$ cat src/rtl/alu_pkg.sv
// Shared encodings for the EX-stage ALU: ALUOp, R-type funct fields,
// 4-bit alu_control codes and the execution FSM states.
package alu_pkg;

  localparam logic [1:0] ALUOP_ADD   = 2'b00;
  localparam logic [1:0] ALUOP_SUB   = 2'b01;
  localparam logic [1:0] ALUOP_RTYPE = 2'b10;
  localparam logic [1:0] ALUOP_RSVD  = 2'b11;

  localparam logic [5:0] FUNCT_ADD   = 6'b100000;
  localparam logic [5:0] FUNCT_SUB   = 6'b100010;
  localparam logic [5:0] FUNCT_AND   = 6'b100100;
  localparam logic [5:0] FUNCT_OR    = 6'b100101;
  localparam logic [5:0] FUNCT_NOR   = 6'b100111;
  localparam logic [5:0] FUNCT_SLT   = 6'b101010;
  localparam logic [5:0] FUNCT_MULTU = 6'b011001;
  localparam logic [5:0] FUNCT_DIVU  = 6'b011011;
  localparam logic [5:0] FUNCT_MFHI  = 6'b010000;
  localparam logic [5:0] FUNCT_MFLO  = 6'b010010;

  localparam logic [3:0] CTRL_AND     = 4'b0000;
  localparam logic [3:0] CTRL_OR      = 4'b0001;
  localparam logic [3:0] CTRL_ADD     = 4'b0010;
  localparam logic [3:0] CTRL_SUB     = 4'b0110;
  localparam logic [3:0] CTRL_SLT     = 4'b0111;
  localparam logic [3:0] CTRL_NOR     = 4'b1100;
  localparam logic [3:0] CTRL_MULTU   = 4'b1000;
  localparam logic [3:0] CTRL_DIVU    = 4'b1001;
  localparam logic [3:0] CTRL_MFHI    = 4'b1010;
  localparam logic [3:0] CTRL_MFLO    = 4'b1011;
  localparam logic [3:0] CTRL_ILLEGAL = 4'b1111;

  typedef enum logic [1:0] {
    ST_IDLE = 2'd0,
    ST_EXEC = 2'd1,
    ST_DONE = 2'd2
  } alu_state_e;

endpackage

$ cat src/rtl/alu_op_decode.sv
// Combinational ALUOp/funct to 4-bit alu_control decode; also used by the
// existing control path.
module alu_op_decode
  import alu_pkg::*;
(
  input  logic [1:0] alu_op,
  input  logic [5:0] funct,
  output logic [3:0] alu_ctrl
);

  always_comb begin
    alu_ctrl = CTRL_ILLEGAL;
    case (alu_op)
      ALUOP_ADD: alu_ctrl = CTRL_ADD;
      ALUOP_SUB: alu_ctrl = CTRL_SUB;
      ALUOP_RTYPE: begin
        case (funct)
          FUNCT_ADD:   alu_ctrl = CTRL_ADD;
          FUNCT_SUB:   alu_ctrl = CTRL_SUB;
          FUNCT_AND:   alu_ctrl = CTRL_AND;
          FUNCT_OR:    alu_ctrl = CTRL_OR;
          FUNCT_NOR:   alu_ctrl = CTRL_NOR;
          FUNCT_SLT:   alu_ctrl = CTRL_SLT;
          FUNCT_MULTU: alu_ctrl = CTRL_MULTU;
          FUNCT_DIVU:  alu_ctrl = CTRL_DIVU;
          FUNCT_MFHI:  alu_ctrl = CTRL_MFHI;
          FUNCT_MFLO:  alu_ctrl = CTRL_MFLO;
          default:     alu_ctrl = CTRL_ILLEGAL;
        endcase
      end
      default: alu_ctrl = CTRL_ILLEGAL;
    endcase
  end

endmodule

$ cat src/rtl/alu_exec_unit.sv
// EX-stage ALU: registered single-cycle ops plus iterative MULTU/DIVU into
// HI/LO, with a start/busy/done handshake toward the control FSM.
//
// state   | meaning
// IDLE    | waiting for start; single-cycle ops complete from here
// EXEC    | one multiply/divide step per cycle, WIDTH steps total
// DONE    | done pulse cycle; outputs already updated; back to IDLE
module alu_exec_unit
  import alu_pkg::*;
#(
  parameter int WIDTH = 32
) (
  input  logic             clk,
  input  logic             reset,
  input  logic             start,
  input  logic [1:0]       alu_op,
  input  logic [5:0]       funct,
  input  logic [WIDTH-1:0] a,
  input  logic [WIDTH-1:0] b,
  output logic [WIDTH-1:0] result,
  output logic             zero,
  output logic             illegal,
  output logic             busy,
  output logic             done,
  output logic [WIDTH-1:0] hi,
  output logic [WIDTH-1:0] lo
);

  localparam int CNT_W = $clog2(WIDTH) + 1;

  logic [1:0]       state;
  logic [CNT_W-1:0] cnt;
  logic [3:0]       dec_ctrl;
  logic [3:0]       op_q;
  logic [WIDTH-1:0] b_q;
  logic [WIDTH-1:0] w_hi;
  logic [WIDTH-1:0] w_lo;
  logic [WIDTH-1:0] alu_res;
  logic [WIDTH:0]   mul_sum;
  logic [WIDTH:0]   div_diff;
  logic [WIDTH-1:0] step_hi;
  logic [WIDTH-1:0] step_lo;

  alu_op_decode u_dec (
    .alu_op   (alu_op),
    .funct    (funct),
    .alu_ctrl (dec_ctrl)
  );

  assign busy = (state != ST_IDLE);

  always_comb begin
    alu_res = '0;
    case (dec_ctrl)
      CTRL_AND:  alu_res = a & b;
      CTRL_OR:   alu_res = a | b;
      CTRL_ADD:  alu_res = a + b;
      CTRL_SUB:  alu_res = a - b;
      CTRL_SLT:  alu_res = {{(WIDTH-1){1'b0}}, ($signed(a) < $signed(b))};
      CTRL_NOR:  alu_res = ~(a | b);
      CTRL_MFHI: alu_res = hi;
      CTRL_MFLO: alu_res = lo;
      default:   alu_res = '0;
    endcase
  end

  // w_hi:w_lo is the partial product (multiplier shifts out of w_lo) or the
  // remainder:dividend pair (quotient bits shift into w_lo).
  always_comb begin
    mul_sum  = {1'b0, w_hi} + (w_lo[0] ? {1'b0, b_q} : {(WIDTH+1){1'b0}});
    div_diff = {w_hi, w_lo[WIDTH-1]} - {1'b0, b_q};
    if (op_q == CTRL_MULTU) begin
      step_hi = mul_sum[WIDTH:1];
      step_lo = {mul_sum[0], w_lo[WIDTH-1:1]};
    end else if (!div_diff[WIDTH]) begin
      step_hi = div_diff[WIDTH-1:0];
      step_lo = {w_lo[WIDTH-2:0], 1'b1};
    end else begin
      step_hi = {w_hi[WIDTH-2:0], w_lo[WIDTH-1]};
      step_lo = {w_lo[WIDTH-2:0], 1'b0};
    end
  end

  always_ff @(posedge clk or posedge reset) begin
    if (reset) begin
      state   <= ST_IDLE;
      cnt     <= '0;
      op_q    <= CTRL_ILLEGAL;
      b_q     <= '0;
      w_hi    <= '0;
      w_lo    <= '0;
      result  <= '0;
      zero    <= 1'b1;
      illegal <= 1'b0;
      done    <= 1'b0;
      hi      <= '0;
      lo      <= '0;
    end else begin
      case (state)
        ST_IDLE: begin
          if (start) begin
            op_q <= dec_ctrl;
            b_q  <= b;
            cnt  <= '0;
            w_hi <= '0;
            w_lo <= a;
            case (dec_ctrl)
              CTRL_MULTU: state <= ST_EXEC;
              CTRL_DIVU: begin
                if (b == '0) begin
                  lo      <= '1;
                  hi      <= a;
                  result  <= '0;
                  zero    <= 1'b1;
                  illegal <= 1'b0;
                  done    <= 1'b1;
                  state   <= ST_DONE;
                end else begin
                  state <= ST_EXEC;
                end
              end
              CTRL_ILLEGAL: begin
                result  <= '0;
                zero    <= 1'b1;
                illegal <= 1'b1;
                done    <= 1'b1;
                state   <= ST_DONE;
              end
              default: begin
                result  <= alu_res;
                zero    <= (alu_res == '0);
                illegal <= 1'b0;
                done    <= 1'b1;
                state   <= ST_DONE;
              end
            endcase
          end
        end
        ST_EXEC: begin
          w_hi <= step_hi;
          w_lo <= step_lo;
          cnt  <= cnt + 1'b1;
          if (cnt == CNT_W'(WIDTH - 1)) begin
            hi      <= step_hi;
            lo      <= step_lo;
            result  <= '0;
            zero    <= 1'b1;
            illegal <= 1'b0;
            done    <= 1'b1;
            state   <= ST_DONE;
          end
        end
        ST_DONE: begin
          done  <= 1'b0;
          state <= ST_IDLE;
        end
        default: begin
          done  <= 1'b0;
          state <= ST_IDLE;
        end
      endcase
    end
  end

endmodule
$ cat config.mk
export PLATFORM = sky130hd
export DESIGN_NAME = alu_exec_unit
export DESIGN_NICKNAME = d
export VERILOG_FILES = /design/src/rtl/alu_pkg.sv /design/src/rtl/alu_op_decode.sv /design/src/rtl/alu_exec_unit.sv
export SDC_FILE = /design/constraint.sdc
export NUM_CORES = 1
export LEC_CHECK = 0
export BUFFER_PORTS_ARGS = -buffer_cell sky130_fd_sc_hd__buf_2
export CAP_MARGIN = 20
export CORE_MARGIN = 3
export CORE_UTILIZATION = 40
export CTS_BUF_LIST = sky130_fd_sc_hd__clkbuf_4
export CTS_CLUSTER_SIZE = 10
export DETAILED_ROUTE_END_ITERATION = 10
export GPL_TIMING_DRIVEN = 0
export PLACE_DENSITY = 0.55
export SLEW_MARGIN = 25
export SYNTH_ARGS = -nofsm -noshare
export SYNTH_HDL_FRONTEND = slang
export SYNTH_SLANG_ARGS = --single-unit
$ cat constraint.sdc
create_clock -name clk -period 9.03 [get_ports clk]
set_input_delay 1.3545 -clock clk [delete_from_list [all_inputs] [get_ports clk]]
set_output_delay 1.3545 -clock clk [all_outputs]
set_load 0.005 [all_outputs]
Word-level counts from Yosys, hierarchy flattened
Cells that the tools add are included.

$lt $le $gt $ge: 1. Shifts and indexed selects: 0. Multipliers: 0. Bitwise operators: 3. Equality and inequality tests: 31. Reductions and logical operators: 13. Mux-type cells: 47. Add/subtract/negate cells: 5. Divide/modulo/power cells: 0.

Operators by type and width (count): 32-bit 2-to-1 mux (17); 32-bit one-hot mux with 2 select lines (5); 32-bit one-hot mux with 8 select lines (1); 32-bit one-hot mux with 3 select lines (1); 32-bit zero test (2); 4-bit one-hot mux with 10 select lines (1); 6-bit == test (second input constant) (6); 32-bit by 32-bit adder with 33-bit output (1); 33-bit by 32-bit subtractor with 33-bit output (1); 32-bit adder (1); 32-bit bitwise AND (1); 32-bit < comparator (1); 32-bit inverter (1); 32-bit bitwise OR (1); 32-bit subtractor (1); 6-bit by 5-bit == test with 1-bit output (second input constant) (5); 4-bit == test (second input constant) (7); 4-bit one-hot mux with 3 select lines (1); 6-bit one-hot mux with 2 select lines (1); 5-bit AND reduction (2); 4-bit by 3-bit == test with 1-bit output (second input constant) (2); 1-bit 2-to-1 mux (8); 2-bit inequality test (second input constant) (4); 1-bit one-hot mux with 2 select lines (4); other kinds (16) (25).

Word-level logic and storage cells: 112. RAM bits: 0. Latch bits: 0. Memory bits (read-only): 0. Memories kept: 0. Register bits: 207. Output and inout bits: 100.

Logic depth before layout (Yosys ltp)
Gate-level depths: netlist (run 1).

Depth in word-level cells: 9. Depth in mapped cells: 18. Mapped depth without buffers: 15.

Cells and area by module
A second synthesis (run 1) with hierarchy kept.

Cells, all modules: 2379. Area total of the unflattened synthesis: 18522.8 µm².

By module, submodules not included: alu_exec_unit (seq. area each 5186.2 µm², area an instance 18336.3 µm², instances 1, cells an instance 2351); alu_op_decode (seq. area each 0.0 µm², area an instance 186.4 µm², instances 1, cells an instance 28).

Least setup slack after synthesis (run 1)
No wires, ideal clock.

Kind: input to register. Start: input a[0]. End: register zero. Setup slack: 4508 ps. Data arrival time: 4461 ps. Stages on the path: 15. Path buffers: 0. Path through: inv_1 -> ha_1 -> inv_1 -> fa_1 -> nor2b_1 -> o311ai_1 -> a21oi_1 -> o32a_1 -> o21ai_0 -> a211oi_1 -> and4b_1 -> o2111ai_1 -> or4_1 -> nor4_1 -> a31o_1.

Cells in the longest elaborated chain, start to end: 7. Elaborated cells on any way between the ends: 11. Those cells by class: 2 x add/sub; 1 x order compare; 4 x mux; 3 x bitwise; 1 x reduce/logical.

RTL lines: start, declared (RTL line alu_exec_unit.sv:18) `input logic [WIDTH-1:0] a,`; branches (longest 2 deep; another with 32-bit subtractor); 32-bit one-hot mux with 8 select lines * (RTL line alu_exec_unit.sv:54) `case (dec_ctrl)`; 32-bit zero test * (RTL line alu_exec_unit.sv:131) `zero <= (alu_res == '0);`; 1-bit one-hot mux with 3 select lines * (RTL line alu_exec_unit.sv:107) `case (dec_ctrl)`; 1-bit 2-to-1 mux * (RTL line alu_exec_unit.sv:101) `if (start) begin`; 1-bit one-hot mux with 2 select lines * (RTL line alu_exec_unit.sv:99) `case (state)`; end signal, assigned (RTL line alu_exec_unit.sv:131); end, declared (RTL line alu_exec_unit.sv:21) `output logic zero,`.

Mark *: on every way between the ends. The select of a mux whose other input is x is not followed. A chain may end at the register's enable or synchronous reset.

Worst setup path after layout (run 1)
Start: register w_lo[31]. End: register hi[7].

Cells in the longest elaborated chain, start to end: 5.

RTL lines: start, declared (RTL line alu_exec_unit.sv:37) `logic [WIDTH-1:0] w_lo;`; start signal, assigned (RTL line alu_exec_unit.sv:141) `w_lo <= step_lo;`; 33-bit by 32-bit subtractor with 33-bit output (RTL line alu_exec_unit.sv:71) `div_diff = {w_hi, w_lo[WIDTH-1]} - {1'b0, b_q};`; 32-bit 2-to-1 mux (RTL line alu_exec_unit.sv:75) `end else if (!div_diff[WIDTH]) begin`; 32-bit 2-to-1 mux (RTL line alu_exec_unit.sv:72) `if (op_q == CTRL_MULTU) begin`; 32-bit 2-to-1 mux (RTL line alu_exec_unit.sv:143) `if (cnt == CNT_W'(WIDTH - 1)) begin`; 32-bit one-hot mux with 2 select lines (RTL line alu_exec_unit.sv:99); end signal, assigned (RTL line alu_exec_unit.sv:144) `hi <= step_hi;`; end, declared (RTL line alu_exec_unit.sv:25) `output logic [WIDTH-1:0] hi,`.

No other way between the ends. The select of a mux whose other input is x is not followed.

==> results_dict.tcl, run 1 <==
set metrics [dict create \
    worst_slack_ps 3417 \
    clkLatencyLatePin_ps 850 \
    hold_class "reg2reg" \
    final_nets 2880 \
    ir_worst_vdd_v 0.00009672 \
    p_seq_share_pct 37.1 \
    synth_top_family_by_area "compound AO/OA/AOI/OAI gates" \
    num_vias 20050 \
    maxSlewViolCount 0 \
    seq_area_frac_synth_pct 27.92 \
    synth-simple-area-share_pct 20.97 \
    cts-htree-levels 2 \
    remaining_drc_errors 0 \
    die_area_um2 49060 \
    slowest_stage "a21oi_1" \
    ys_ff_latch 207 \
    gr-usage-all-layers_pct 32.76 \
    p_sw_w 0.001837 \
    worstPathCellList "inv_1 > ha_1 > inv_1 > fa_1 > a211oi_1 > o211ai_1 > a311oi_2 > o31ai_2 > a21oi_1 > a2111o_1 > o211a_1 > buf_2 > buf_2 > buf_2 > nand2_1 > o211ai_1 > o211ai_1 > a31oi_1" \
    hold_violations 0 \
    coreArea_um2 45580 \
    numCtsBuffers 61 \
    regArea_um2 5186 \
    yosysWarnings 0 \
    area_growth_pct 13.72 \
    path_clk_slew_ps 70 \
    worstSetupPathType "reg2reg" \
    grt_max_degree 73 \
    clkPwrFrac_pct 22.8 \
    reg2reg_to "hi[7]$_DFFE_PP0P_" \
    hpwl_mm 67.06 \
    syn_avg_cell_area_um2 7.743 \
    synth_top_cell_by_area "dfrtp_1" \
    die-width_um 221.5 \
    cp_max_fo 10 \
    p_int_w 0.002360 \
    fillCellCount 4782 \
    reg2regPathDepth 18 \
    p_comb_share_pct 40.2 \
    synth_fa_ha_area_share_pct 11.28 \
    worstHoldStart "result[21]$_DFFE_PP0P_" \
    crit_required_ps 9770 \
    dr.pass1.iters 5 \
    cts_setup_buffers 0 \
    clock_skew_ps 69.97 \
    power.leakage_nw 10.18 \
    place.gp.congestion 0.9847 \
    synthArstFlopShare_pct 100.0 \
    slew_headroom_pct 38.02 \
    end_kind "flop" \
    synth_enable_flop_cells 0 \
    synth-main-ff-cell "dfrtp_1" \
    layout-drive-gt1-share_pct 13.34 \
    regToRegSetupSlack_ps 3420 \
    worst_pin_slew_ps 927.4 \
    grt_pass1_wl_mm 123.3 \
    sw_frac_of_total_pct 43.78 \
    synth_mux_area_share_pct 1.313 \
    hold_depth 2 \
    r2r_start "w_lo[31]$_DFFE_PP0P_" \
    synth_top_area_share_pct 27.21 \
    p_per_area_nw_per_um2 198.7 \
    rsz0062_at_grt "false" \
    multi_input_area_um2 12270 \
    antenna_found_initial 2 \
    overflow 0 \
    syn_nets 2639 \
    yosysMostFrequentCell "nand2_1" \
    synthXorXnorAreaFrac_pct 3.253 \
    hold_ws_ps 475.6 \
    portBuffers 170 \
    drt-initial-drc-count 2086 \
    design_area_um2 21120 \
    cp.arrival_ps 6350 \
    clockRootBuffer "clkbuf_4" \
    ys_types 98 \
    final_core_util_pct 46.35 \
    clock.fmax_mhz 178.1 \
    ctsResizeCount 0 \
    drtAntennaViolNets 0 \
    hold_buffers 0 \
    pin_count 175 \
    clockBufferDepth 3 \
    setup_viol 0 \
    place_inst 3177 \
    initial_core_util_pct 40.76 \
    numClockSinks 207 \
    fin_crit_ps 5613 \
    place_ws_ps 2728 \
    cts_tree "done" \
    synthTopCellsByArea "dfrtp_1, ha_1, nand2_1" \
    synth_compound_area_share_pct 29.05 \
    dpl_cell_area_um2 20310 \
    min_delay_worst_endpoint "result[21]$_DFFE_PP0P_" \
    wl_per_cell_um 25.29 \
    cpPeakStageDelay_ps 580 \
    startpoint_type "flop" \
    synth_cells 2399 \
    grt_pass1_vias 19270 \
    synth_area_um2 18580 \
    fp-row-count 78 \
    period_share_pct 62.16 \
    wl_mm 83.27 \
    status "finished, final reports clean" \
    via_per_inst 6.089 \
    die_y_um 221.5 \
    max-cap-violations 0 \
    synthTopCellsByCount "nand2_1, dfrtp_1, o21ai_0" \
    stdcell_count 3293 \
]
## kinds of logic after synthesis
logic type	count (synthesis)
AOI/OAI and AO/OA	799
xor gates and xnor gates	69
adders and majority gates	165
buffers and inverters	287
DFF	207
muxes	24
and+or+nand+nor	848
## critical path: cells and delay by family, from the launching register on
kind,cells,cell delay (ps)
compound gates,10,3110
buf+inv,5,1250
fa+ha+maj,2,640
flops,1,400
simple gates,1,90
## worst max path at each step
stage,end,depth (start not counted),startpoint
after detailed placement,zero$_DFFE_PP1P_,14,b[0]
after floorplan,b_q[0]$_DFFE_PP0P_,1,reset
after CTS,hi[7]$_DFFE_PP0P_,18,w_lo[31]$_DFFE_PP0P_
final,hi[7]$_DFFE_PP0P_,18,w_lo[31]$_DFFE_PP0P_
after global placement,result[26]$_DFFE_PP0P_,2,reset
after global routing,hi[7]$_DFFE_PP0P_,18,w_lo[31]$_DFFE_PP0P_
## state kept, by name, summed over array words and instances, names as in the netlist
signal,count
hi,32
w_lo,32
op_q,4
done,1
state,2
result,32
b_q,32
illegal,1
w_hi,32
cnt,6
zero,1
lo,32
## stage by stage
step	power (W)	setup TNS (ps)
floorplan	0.002448	0
global placement	0.003193	-156890
detailed placement	0.003225	0
CTS	0.004202	0
global route	0.004468	0
finish	0.004197	0
## metal layers
metal  global-route usage (%)  up-vias  routed length (um)
li1                         -     9236                   -
met4                    12.67        2                3531
met2                    53.17      904               37980
met3                    5.773      176                6204
met5                        0        -                  20
met1                    43.63     9732               35530
## power by group through the flow
| stage | combinational [W] | sequential [W] | clock (W) |
|---|---|---|---|
| after global placement | 0.00164 | 0.00155 | 0 |
| after CTS | 0.00167 | 0.00154 | 0.000986 |
| final | 0.00169 | 0.00156 | 0.000957 |
| after floorplan | 0.00102 | 0.00143 | 0 |
| after detailed placement | 0.00167 | 0.00156 | 0 |
| after global routing | 0.00186 | 0.00158 | 0.00103 |
## cell usage in the layout (no fill, tap or decap), drive strengths merged, types with 49 or more instances in the layout
cell and instances:
a211oi 49, clkbuf 182, nand2 412, buf 221, a31oi 70, a21oi 139
dfrtp 202, ha 161, nor2 155, o21ai 199, inv 153
## final cells by class
cell class | instances | area share [%]
Buffer | 136 | 2.784
Sequential cell | 207 | 24.55
Timing Repair Buffer | 178 | 4.466
Multi-Input combinational cell | 1905 | 58.09
Antenna cell | 2 | 0.02369
Inverter | 151 | 2.719
Tap cell | 600 | 3.554
Clock inverter | 25 | 0.6515
Clock buffer | 89 | 3.163
(Power assumes the default switching activity.)
==> run 2: changes to the inputs <==
PLACE_DENSITY = 0.57   (was 0.55)
clock period = 4.6 ns   (was 9.03 ns; I/O delays follow)
==> results_dict.tcl, run 2 (synthesis results as in run 1) <==
set metrics [dict create \
    wl_mm 84.02 \
    crit_top_cell "o211ai_1" \
    mostFrequentLayoutCells "nand2_1, dfrtp_1, buf_2" \
    totalPowerFinal_w 0.008189 \
    maxSlewViolCount 0 \
    coreArea_um2 45580 \
    die_area_um2 49060 \
    layout-drive-gt1-share_pct 13.80 \
    sw_frac_of_total_pct 44.05 \
    cts_tree "done" \
    final_nets 2887 \
    fin_crit_ps 4454 \
    ir_worst_vdd_v 0.0001970 \
    cpPeakStageDelay_ps 540 \
    layout.cells.most_common "nand2_1" \
    p_comb_share_pct 41.0 \
    wl_per_cell_um 25.53 \
    grt_pass1_vias 19410 \
    clkPwrFrac_pct 21.6 \
    worstSetupPathType "in2reg" \
    clockBufferDepth 3 \
    clockRootBuffer "clkbuf_4" \
    top_usage_layer "met2" \
    cp_max_fo 7 \
    path_clk_slew_ps 70 \
    die-width_um 221.5 \
    num_vias 20240 \
    clkLatencyLatePin_ps 840 \
    slowest_stage "a221oi_1" \
    grt_pass1_wl_mm 123.6 \
    place_ws_ps -989.5 \
    max-cap-violations 0 \
    hold_violations 0 \
    clock.fmax_mhz 224.5 \
    place.gp.congestion 1.005 \
    hold_class "in2reg" \
    drtAntennaViolNets 0 \
    use_met1_pct 43.73 \
    cts-htree-levels 2 \
    worst_pin_slew_ps 1095 \
    gr-usage-all-layers_pct 32.82 \
    antenna_found_initial 4 \
    area_growth_pct 14.78 \
    clock_skew_ps 56.19 \
    pin_count 175 \
    worstPathCellList "buf_2 > inv_1 > ha_1 > or2_1 > a221oi_1 > o211ai_1 > o311a_1 > o21ai_0 > o211ai_1 > a31oi_1 > nor3_1 > or3b_2 > nor4_1 > a31o_1" \
    die_y_um 221.5 \
    dr.pass1.iters 9 \
    grt_max_degree 32 \
    rsz0062_at_grt "true" \
    p_per_area_nw_per_um2 384.1 \
    setup_viol 0 \
    power.leakage_nw 10.23 \
    period_share_pct 96.82 \
    p_int_w 0.004582 \
    p_seq_share_pct 37.4 \
    cp.arrival_ps 5180 \
    startpoint_type "primary input" \
    drt-initial-drc-count 1942 \
    slew_headroom_pct 26.52 \
    crit_required_ps 5330 \
    hpwl_mm 67.75 \
    fp-row-count 78 \
    end_kind "flop" \
    overflow 0 \
    remaining_drc_errors 0 \
    worst_slack_ps 146.1 \
    p_sw_w 0.003607 \
    portBuffers 170 \
    grt_use_met2_pct 53.03 \
    met3_usage_pct 5.508 \
    initial_core_util_pct 40.76 \
    via_per_inst 6.150 \
    numCtsBuffers 57 \
    status "finished, final reports clean" \
    numClockSinks 207 \
]
-- run 2: worst max-delay path: cells and delay by family --
kind                     cells  cell delay (ps)
AO/OA/AOI/OAI                7             2550
AND/OR/NAND/NOR              4             1300
adder cells (fa/ha/maj)      1              330
buffers and inverters        2              290
-- run 2: path summary, 6_finish.rpt --
path,startpoint,end,slack (ps),cells after the start
worst max-delay path,a[1],zero$_DFFE_PP1P_,150,14
worst min-delay path,b[2],b_q[2]$_DFFE_PP0P_,190,3
worst max register to register,w_lo[0]$_DFFE_PP0P_,hi[30]$_DFFE_PP0P_,200,14
worst min register to register,illegal$_DFFE_PP0P_,illegal$_DFFE_PP0P_,470,2
max in group asynchronous,reset,zero$_DFFE_PP1P_,2960,7
min in group asynchronous,reset,b_q[4]$_DFFE_PP0P_,390,3
-- run 2: repair_timing --
action,CTS,global route
pin swaps,1,3
hold buffers,1,0
buffers inserted,2,2
endpoints found under the setup margin,67,52
gates resized for setup,11,16
hold endpoints to repair,12,0
-- run 2: layer usage --
layer | wire [um] | share of wire, %
met1 | 35350 | 42
met2 | 38440 | 46
met3 | 6488 | 7.7
met4 | 3727 | 4.4
met5 | 13 | 0.015
-- run 2: through the flow --
| step | setup TNS, ps | hold slack, ps | std cells | instance area, um2 | utilization (%) |
|---|---|---|---|---|---|
| after floorplan | 0 | 452.6 | 2399 | 18580 | - |
| after global placement | -94570 | 457.8 | 3169 | 20180 | 44.28 |
| after detailed placement | -36850 | 465.5 | 3183 | 20420 | 44.81 |
| after CTS | 0 | 101.2 | 3286 | 21220 | 46.55 |
| after global routing | -86.07 | 162.4 | 3291 | 21320 | 46.78 |
| final | 0 | 188.8 | 3291 | 21320 | 46.78 |
-- run 2: layout make-up --
class | instances | area, um2
Clock inverter | 18 | 107.6
Inverter | 151 | 570.5
Timing Repair Buffer | 189 | 1101
Buffer | 136 | 603.1
Tap cell | 600 | 750.7
Fill cell | 4699 | 24260
Multi-Input combinational cell | 1905 | 12380
Clock buffer | 82 | 615.6
Sequential cell | 207 | 5186
Antenna cell | 3 | 7.507
-- run 2: power groups by stage --
stage / logic (W) / registers (W) / clock network (W)
6_report: 0.00336 / 0.00306 / 0.00177
3_3_place_gp: 0.00322 / 0.00305 / 0
4_1_cts: 0.00331 / 0.00304 / 0.00182
2_1_floorplan: 0.00200 / 0.00280 / 0
3_5_place_dp: 0.00328 / 0.00307 / 0
5_1_grt: 0.00370 / 0.00310 / 0.00191
